===== src/rtl/accum_pkg.sv =====
// Shared definitions for the frame accumulator: parameter defaults and FSM encoding.
package accum_pkg;

  localparam int WIDTH_DEF = 32;
  localparam int CNT_W_DEF = 8;

  typedef enum logic [1:0] {
    ST_IDLE  = 2'd0,
    ST_ACCUM = 2'd1,
    ST_DONE  = 2'd2
  } state_e;

endpackage : accum_pkg


===== src/rtl/accum_unit_ripple_adder.sv =====
// 32-bit ripple-carry adder built from a chain of full-adder cells.
module RippleAdder (
  input  logic [31:0] a,
  input  logic [31:0] b,
  input  logic        cin,
  output logic [31:0] sum,
  output logic        cout
);

  logic [32:0] carry;

  assign carry[0] = cin;

  // One full-adder cell per bit; the carry ripples from bit 0 upward.
  for (genvar i = 0; i < 32; i++) begin : g_fa
    assign sum[i]     = a[i] ^ b[i] ^ carry[i];
    assign carry[i+1] = (a[i] & b[i]) | (carry[i] & (a[i] ^ b[i]));
  end

  assign cout = carry[32];

endmodule : RippleAdder


===== src/rtl/accum_unit.sv =====
// Frame accumulator: sums frame_len operands through a ripple adder, tracks
// any carry-out as a sticky overflow flag, and presents the result with a
// valid/ready handshake.
module accum_unit
  import accum_pkg::*;
#(
  parameter int WIDTH = WIDTH_DEF,
  parameter int CNT_W = CNT_W_DEF
) (
  input  logic             clk,
  input  logic             rst_n,
  input  logic             start,
  input  logic [CNT_W-1:0] frame_len,
  input  logic             in_valid,
  output logic             in_ready,
  input  logic [WIDTH-1:0] in_data,
  output logic             out_valid,
  input  logic             out_ready,
  output logic [WIDTH-1:0] out_sum,
  output logic             out_ovf,
  output logic             busy
);

  state_e           state_q, state_d;
  logic [WIDTH-1:0] acc_q, acc_d;
  logic             ovf_q, ovf_d;
  logic [CNT_W-1:0] cnt_q, cnt_d;

  logic [WIDTH-1:0] add_sum;
  logic             add_cout;
  logic             beat;

  // The adder sees the running total and the incoming operand every cycle;
  // its result is only captured on an accepted beat.
  RippleAdder u_adder (
    .a    (acc_q),
    .b    (in_data),
    .cin  (1'b0),
    .sum  (add_sum),
    .cout (add_cout)
  );

  assign beat = in_valid && in_ready;

  // State register.
  // NOTE: sequential state uses non-blocking assignments so every flop samples
  // pre-edge values; blocking here would create order-dependent simulation.
  always_ff @(posedge clk or negedge rst_n) begin
    if (!rst_n) state_q <= ST_IDLE;
    else        state_q <= state_d;
  end

  // Next-state logic.
  // NOTE: state_d gets a default before the case so no path leaves it
  // unassigned, which would otherwise infer a latch.
  always_comb begin
    state_d = state_q;
    unique case (state_q)
      ST_IDLE:  if (start) state_d = (frame_len == '0) ? ST_DONE : ST_ACCUM;
      ST_ACCUM: if (beat && cnt_q == CNT_W'(1)) state_d = ST_DONE;
      ST_DONE:  if (out_ready) state_d = ST_IDLE;
      default:  state_d = ST_IDLE;
    endcase
  end

  // Handshake and status outputs decoded from the registered state.
  always_comb begin
    in_ready  = (state_q == ST_ACCUM);
    out_valid = (state_q == ST_DONE);
    busy      = (state_q != ST_IDLE);
  end

  // Datapath next values: clear on frame start, accumulate on each beat,
  // hold otherwise (gaps, DONE stall, ignored start).
  always_comb begin
    acc_d = acc_q;
    ovf_d = ovf_q;
    cnt_d = cnt_q;
    if (state_q == ST_IDLE && start) begin
      acc_d = '0;
      ovf_d = 1'b0;
      cnt_d = frame_len;
    end else if (beat) begin
      acc_d = add_sum;
      ovf_d = ovf_q | add_cout;
      cnt_d = cnt_q - CNT_W'(1);
    end
  end

  // Datapath registers; reset discards any partial frame.
  always_ff @(posedge clk or negedge rst_n) begin
    if (!rst_n) begin
      acc_q <= '0;
      ovf_q <= 1'b0;
      cnt_q <= '0;
    end else begin
      acc_q <= acc_d;
      ovf_q <= ovf_d;
      cnt_q <= cnt_d;
    end
  end

  assign out_sum = acc_q;
  assign out_ovf = ovf_q;

endmodule : accum_unit


===== config.mk =====
export PLATFORM = sky130hd
export DESIGN_NAME = accum_unit
export DESIGN_NICKNAME = d
export VERILOG_FILES = /design/src/rtl/accum_pkg.sv /design/src/rtl/accum_unit_ripple_adder.sv /design/src/rtl/accum_unit.sv
export SDC_FILE = /design/constraint.sdc
export NUM_CORES = 1
export LEC_CHECK = 0
export CORE_MARGIN = 3
export CORE_UTILIZATION = 51
export CTS_CLUSTER_SIZE = 16
export DETAILED_ROUTE_END_ITERATION = 8
export HOLD_SLACK_MARGIN = 0.15
export PLACE_DENSITY = 0.84
export SYNTH_ARGS = -nofsm -noshare
export SYNTH_HDL_FRONTEND = slang
export SYNTH_SLANG_ARGS = --single-unit

===== constraint.sdc =====
create_clock -name clk -period 19.45 [get_ports clk]
set_input_delay 2.9175 -clock clk [delete_from_list [all_inputs] [get_ports clk]]
set_output_delay 2.9175 -clock clk [all_outputs]
set_load 0.1 [all_outputs]

# Word level (Yosys, flattened, before mapping)
# Cells that the tools add are included.
dict set report word_totals {
  ram_bits 0
  ff_bits 43
  mem_bits_ro 0
  n_memories 0
  latchBits 0
  elab_cells 188
  inputBits 45
}
dict set report classes {
  magnitude_cmp 0
  n_div 0
  n_addsub 1
  bitwise 158
  shift 0
  n_mux 11
  reduce_logical 8
  multipliers 0
  eq_ne 6
}
# cell count
set ops {}
lappend ops {{two-way mux 32 bit} 2}
lappend ops {{bitwise AND 1 bit} 63}
lappend ops {{XOR 1 bit} 63}
lappend ops {{bitwise OR 1 bit} 32}
lappend ops {{two-way mux 8 bit} 2}
lappend ops {{equality test 8 x 1 -> 1 bit (second input constant)} 1}
lappend ops {{zero test 8 bit} 1}
lappend ops {{two-way mux 2 bit} 4}
lappend ops {{subtractor 8 x 1 -> 8 bit (second input constant)} 1}
lappend ops {{case mux 2 bit (3 select lines)} 1}
lappend ops {{inequality test 2 x 1 -> 1 bit (second input constant)} 2}
lappend ops {{nonzero test 2 bit} 2}
lappend ops {{logical AND 1 bit} 3}
lappend ops {{AND reduction 3 bit} 1}
lappend ops {{equality test 2 x 1 -> 1 bit (second input constant)} 1}
lappend ops {{equality test 2 bit (second input constant)} 1}
lappend ops {{zero test 2 bit} 1}
lappend ops {{two-way mux 1 bit} 2}
lappend ops {{inequality test 2 bit (second input constant)} 1}

# Longest topological paths before layout
# Gate-level depths: netlist (run 1).
dict set report depth {
  word_depth 66
  depth_mapped 37
}

# By module
# A second synthesis (run 1) with hierarchy kept.
dict set report hier_totals {
  hier_cells 185
  hier_area_um2 2453.6
}
# mod cells_per_inst area_each_um2 instances
set by_module_without_submodules {}
lappend by_module_without_submodules {accum_unit 143 1775.5 1}
lappend by_module_without_submodules {RippleAdder 42 678.2 1}

# Worst setup path before layout (run 1)
# OpenSTA, ideal clock, no wires.
dict set report synth_path {
  kind {input to register}
  start {input in_data[0]}
  end {register acc_q[31] (netlist: out_sum[31])}
  t_arrival_ns 14.739
  slack_ns 4.587
  cell_stages 37
  setup_time_ns 0.123
  required_ns 19.327
  path_cell_list {ha_1 -> fa_1 -> inv_1 -> fa_1 -> fa_1 -> fa_1 -> fa_1 -> fa_1 -> fa_1 -> fa_1 -> fa_1 -> fa_1 -> fa_1 -> fa_1 -> fa_1 -> fa_1 -> fa_1 -> fa_1 -> fa_1 -> fa_1 -> fa_1 -> fa_1 -> fa_1 -> fa_1 -> fa_1 -> fa_1 -> fa_1 -> fa_1 -> fa_1 -> fa_1 -> inv_1 -> fa_1 -> inv_1 -> fa_1 -> inv_1 -> fa_1 -> a22o_1}
}
dict set report synth_via {
  elab_chain_cells 64
}
# element line
set synth_rtl {}
lappend synth_rtl {{from (decl)} accum_unit.sv:16} ;# input logic [WIDTH-1:0] in_data,
lappend synth_rtl {{bitwise AND 1 bit (2 in series)} accum_unit_ripple_adder.sv:17} ;# assign carry[i+1] = (a[i] & b[i]) | (carry[i] & (a[i] ^ b[i]));
lappend synth_rtl {{bitwise OR 1 bit} accum_unit_ripple_adder.sv:17}
lappend synth_rtl {{bitwise AND 1 bit} accum_unit_ripple_adder.sv:17}
lappend synth_rtl {{bitwise OR 1 bit} accum_unit_ripple_adder.sv:17}
lappend synth_rtl {{bitwise AND 1 bit} accum_unit_ripple_adder.sv:17}
lappend synth_rtl {{bitwise OR 1 bit} accum_unit_ripple_adder.sv:17}
lappend synth_rtl {{bitwise AND 1 bit} accum_unit_ripple_adder.sv:17}
lappend synth_rtl {{bitwise OR 1 bit} accum_unit_ripple_adder.sv:17}
lappend synth_rtl {{(+47 left out)} --}
lappend synth_rtl {{bitwise OR 1 bit} accum_unit_ripple_adder.sv:17}
lappend synth_rtl {{bitwise AND 1 bit} accum_unit_ripple_adder.sv:17}
lappend synth_rtl {{bitwise OR 1 bit} accum_unit_ripple_adder.sv:17}
lappend synth_rtl {{bitwise AND 1 bit} accum_unit_ripple_adder.sv:17}
lappend synth_rtl {{bitwise OR 1 bit} accum_unit_ripple_adder.sv:17}
lappend synth_rtl {{XOR 1 bit} accum_unit_ripple_adder.sv:16} ;# assign sum[i] = a[i] ^ b[i] ^ carry[i];
lappend synth_rtl {{two-way mux 32 bit} accum_unit.sv:83} ;# end else if (beat) begin
lappend synth_rtl {{two-way mux 32 bit} accum_unit.sv:79} ;# if (state_q == ST_IDLE && start) begin
lappend synth_rtl {{to (signal assigned)} accum_unit.sv:93} ;# acc_q <= '0;
lappend synth_rtl {{to (signal assigned)} accum_unit.sv:97} ;# acc_q <= acc_d;
lappend synth_rtl {{to (decl)} accum_unit.sv:25} ;# logic [WIDTH-1:0] acc_q, acc_d;
# No other way between the ends. The select of a mux whose other input is x is not followed.
# A chain may end at the register's enable or synchronous reset.

# Worst setup path in the final report (run 1)
# Same ends and word-level chain as after synthesis.

==> results of run 1 <==
-- metrics by stage --
stage	area (µm²)	utilization (%)	setup WS (ns)	cells	hold WS, ns
floorplan	2600	-	4.59	236	0.441
global placement	3420	71.0	3.72	373	0.454
detailed placement	3420	71.0	3.55	373	0.461
CTS	3500	72.7	3.80	381	0.481
global route	3500	72.7	3.44	381	0.520
finish	3500	72.7	3.81	381	0.483
-- cells by family (layout without fill, tap and decap cells) --
logic type                 Yosys count  in the layout  synth area share (%)
adders and majority gates           34             34                  25.3
DFF                                 43             43                  41.4
buffers and inverters               73            151                  11.3
and+or+nand+nor                     32             32                  7.76
AOI/OAI and AO/OA                   54             54                  14.2
-- critical path: cells and delay by family --
kind	cells	cell delay, ns
AO/OA/AOI/OAI	1	0.21
adder cells (fa/ha/maj)	32	11.95
buffers and inverters	5	0.73
-- path summary, 6_finish.rpt --
check,startpoint,end,slack [ns],cells after the start
max in group asynchronous,rst_n,cnt_q[5],16.10,1
hold / removal,cnt_q[7],cnt_q[7],0.48,1
setup reg to reg,out_sum[0],out_sum[31],6.51,37
hold reg to reg,cnt_q[7],cnt_q[7],0.48,1
setup / recovery,in_data[0],out_sum[31],3.81,38
min in group asynchronous,rst_n,out_sum[14],2.77,1
-- layout make-up --
type | instances | area [µm²]
clock buffers | 7 | 76.3
clock inverters | 1 | 5.00
fillers | 357 | 1320
inverters | 63 | 236
multi-input cells | 120 | 1230
flip-flops and latches | 43 | 1080
well taps | 67 | 83.8
repair buffers | 80 | 796
-- layout by cell type, fill, tap and decap left out, types with 2 or more instances in the layout --
cell type	instances
ha_1	3
a22o_1	5
o22ai_1	28
dfrtp_1	43
o21ai_1	5
nor3_1	4
nor2b_1	2
nor2_1	6
clkbuf_1	2
nand2_1	6
clkdlybuf4s50_1	79
o311ai_1	2
inv_1	63
a221o_1	4
a21oi_1	3
fa_1	31
nor4_1	3
o31ai_1	2
clkbuf_8	5
-- routing by layer --
layer	track usage (%)	vias up
met5	0	-
met4	3.74	0
met3	4.52	6
met2	33.8	66
met1	30.1	994
li1	-	932
-- registers in the layout, summed over array words and instances (netlist names) --
name	flops
cnt_q	8
out_ovf	1
state_q	2
out_sum	32
-- synthesized netlist by cell type (3+ instances only) --
library cell  number
o22ai_1           28
fa_1              31
buf_2              6
dfrtp_1           43
nand2_1            6
nor2_1             6
a21oi_1            3
inv_1             63
ha_1               3
o21ai_1            5
nor3_1             4
nor4_1             3
a22o_1             5
a221o_1            4
==> run metrics, run 1 <==
gr ovfl total=0; CTS resizes=0; initial antenna violation count=0; largest net degree at the start of global routing=44; fin crit period=15.64 ns; top cell type by total area after synthesis=dfrtp_1; DRC viols=0; Main synth FF type=dfrtp_1; Core Area=0.00482 mm²; final setup TNS=0 ns; startpoint types=input port; H-tree level count=2; Period Utilization, post-route=80.4%; Num CTS Buffers=5; DR iter-0 viols=102; Synth Cell Area=0.00260 mm²; Sink Count=43; cts-stage hold buffer count=0; Worst EP required=19.63 ns; PortBufs=80; final setup violation count=0; die height=77.4 µm; FFs w/ async S/R, synth=100%; maximum clock frequency=64.0 MHz; max-slew headroom at the worst pin=32.7%; Max Slew Vio Count=0; Synthesized Nets=315; CP max stage cell=clkdlybuf4s50_1; RSZ-0062 raised after global routing=false; Crit Path Class=in -> reg; RePlAce Congestion=0.854; FF+latch count, synth=43; post-synthesis sequential area ratio=41.4%; DR top layer=met4; Initial Utilization=53.9%; most used cell, CP=fa_1; All-Layer GR Usage=21.0%; die width=77.4 µm; Tightest Pin Transition=1.01 ns; vias per cell=5.24; first-pass GRT wire length=10.1 mm; vias after detailed routing=1,998; Ports=81; Core Rows=25; DRT Pass-1 Iters=4; post-DP HPWL=4.41 mm; CP peak stage delay=0.47 ns; share of layout cells above drive strength 1=4.46%; CTS clk-pin slew, worst paths=0.07 ns; max_cap viols=0; CP max FO=1; library cells used by synthesis=37; Min-Delay Path Class=reg -> reg; Cells after Synth=236; number of synthesized flops with an enable pin=0; met3 wire length=340 µm; Area Overhead vs Synth=34.8%; CTS tree=built; Post-CTS Repair Setup Buffers=0; wire length on met1=2.55 mm; Final Hold Vio Count=0; total die area=0.00598 mm²; Area contributors post-synth=dfrtp_1 (41%), fa_1 (24%), inv_1 (9.1%); Ant. Diodes=0; post-DR wirelength/cell=15.0 µm; CTS max path bufs=2; outcome=completed; Syn. warnings=0; share of the synthesized area in the top cell type=41.4%; Antenna Nets Post-Route=0; syn avg cell area=11.0 µm²; met2 wire len=2.80 mm; Root Driver=clkbuf_8; Worst Setup End Kind=flip-flop; CP Data Arrival Time=15.82 ns; worst skew pair latency=0.29 ns; vias in the first global route=2,162; Total Wirelength=5.73 mm; clock skew=0.00947 ns; Final #Nets=392
Power of run 1 is not shown: default switching activity piles up to over one toggle a cycle in this logic, so the estimate is an artifact.
==> inputs of run 2 (changes only) <==
CORE_UTILIZATION = 47   (was 51)
PLACE_DENSITY = 0.78   (was 0.84)
clock period = 16.2 ns   (was 19.45 ns; I/O delays follow)
==> run metrics, run 2 (same netlist as run 1, synthesis figures left out) <==
Period Utilization, post-route=93.4%; vias in the first global route=2,120 (-1.9%); die width=80.3 µm (+3.8%); total die area=0.00645 mm² (+7.8%); Final WS setup=1.07 ns (-2.75 ns); Sink Count=43 (unchanged); clock skew=0.00446 ns (-0.00501 ns); vias after detailed routing=1,961 (-1.9%); Filler Cells Inserted=415 (+16%); first-pass GRT wire length=9.67 mm (-4.4%); initial antenna violation count=0 (unchanged); DR iter-0 viols=112 (+9.8%); Core Rows=26 (+4.0%); CTS clk-pin slew, worst paths=0.08 ns (about the same); Final #Nets=392 (unchanged); fin crit period=15.13 ns; CP max FO=1 (unchanged); commonest cells after routing, fill and taps aside=clkdlybuf4s50_1 (79), inv_1 (63), dfrtp_1 (43); final setup violation count=0 (unchanged); H-tree level count=2 (unchanged); Ant. Diodes=0 (unchanged); largest net degree at the start of global routing=44 (unchanged); Crit Path Class=in -> reg; outcome=completed; hold_sp=cnt_q[7]; Post-CTS Repair Setup Buffers=0 (unchanged); worst reg2reg startpoint=out_sum[0]; R2R depth=37 (unchanged); DRC viols=0 (unchanged); Root Driver=clkbuf_8; CP Data Arrival Time=15.32 ns (-0.50 ns); worst skew pair latency=0.29 ns (about the same); Post-Place Worst Slack=0.804 ns (-2.74 ns); final instance area=0.00350 mm² (+0.11%); vias per cell=5.11 (-2.6%); Area Overhead vs Synth=35.0%; Min-Delay Path Class=reg -> reg; max-slew headroom at the worst pin=32.8% (+0.12 points); PortBufs=80 (unchanged); placed cell area=0.00342 mm² (+0.11%); most used cell, CP=fa_1; Core Area=0.00524 mm² (+8.7%); startpoint types=input port; Worst R2R End=out_sum[31]; Worst Setup End Kind=flip-flop; Num CTS Buffers=5 (unchanged); most common cell after layout, fill and taps aside=clkdlybuf4s50_1; flop-to-flop setup slack=3.27 ns (-3.24 ns); WHS Endpoint=cnt_q[7]; final setup TNS=0 ns (unchanged); All-Layer GR Usage=19.4% (-1.6 points); Ports=81 (unchanged); RePlAce Congestion=0.845 (-1.1%); CTS resizes=0 (unchanged); post-DR wirelength/cell=14.6 µm (-3.0%); Antenna Nets Post-Route=0 (unchanged); Total Wirelength=5.60 mm (-2.2%); cts-stage hold buffer count=0 (unchanged); die height=80.3 µm (+3.8%); DRT Pass-1 Iters=4 (unchanged); max_cap viols=0 (unchanged); Initial Utilization=49.6% (-4.3 points); CTS tree=built; gr ovfl total=0 (unchanged); CP max stage cell=clkdlybuf4s50_1; RSZ-0062 raised after global routing=false; CP peak stage delay=0.46 ns (about the same); maximum clock frequency=66.1 MHz; final hold slack=0.472 ns (-0.0114 ns); post-DP HPWL=4.20 mm (-4.8%); CTS max path bufs=2 (unchanged); Hold Crit Depth=1 (unchanged); Final Hold Vio Count=0 (unchanged); Tightest Pin Transition=1.00 ns (-0.00174 ns); share of layout cells above drive strength 1=4.46% (unchanged); Max Slew Vio Count=0 (unchanged); Worst EP required=16.39 ns (-3.24 ns); max reg flops=32 (unchanged)
## run 2: worst max-delay path: cells and delay by family
kind	cells	cell delay (ns)
adder cells (fa/ha/maj)	32	11.95
AO/OA/AOI/OAI	1	0.21
buffers and inverters	5	0.74
## run 2: layout make-up
cell class / count / area [µm²] / share of cell area (%)
Clock buffer: 7 / 76.3 / 2.18
Clock inverter: 1 / 5.00 / 0.143
Inverter: 63 / 236 / 6.75
Multi-Input combinational cell: 120 / 1230 / 35.0
Sequential cell: 43 / 1080 / 30.7
Tap cell: 70 / 87.6 / 2.50
Timing Repair Buffer: 80 / 796 / 22.7
## run 2: how the worst max path moves through the flow
stage	cells after the start	from	slack, ns	end
2_1_floorplan	37	in_data[0]	1.82	out_sum[31]
3_3_place_gp	38	in_data[0]	0.95	out_sum[31]
3_5_place_dp	38	in_data[0]	0.80	out_sum[31]
4_1_cts	38	in_data[0]	1.06	out_sum[31]
5_1_grt	38	in_data[0]	0.67	out_sum[31]
6_report	38	in_data[0]	1.07	out_sum[31]
## run 2: through the flow
step	utilization (%)	cells
3_5_place_dp	65.4	376
5_1_grt	66.9	384
2_1_floorplan	-	236
4_1_cts	66.9	384
6_report	66.9	384
3_3_place_gp	65.4	376
## run 2: layer usage
metal | track usage (%) | part of all wire (%) | vias up | routed length, µm
met3 | 5.27 | 6.7 | 5 | 377
li1 | - | - | 925 | -
met4 | 4.56 | 0.91 | 0 | 51
met1 | 25.7 | 44 | 973 | 2440
met5 | 0 | 0 | - | 0
met2 | 31.9 | 49 | 58 | 2730
Power of run 2 is left out for the same reason.
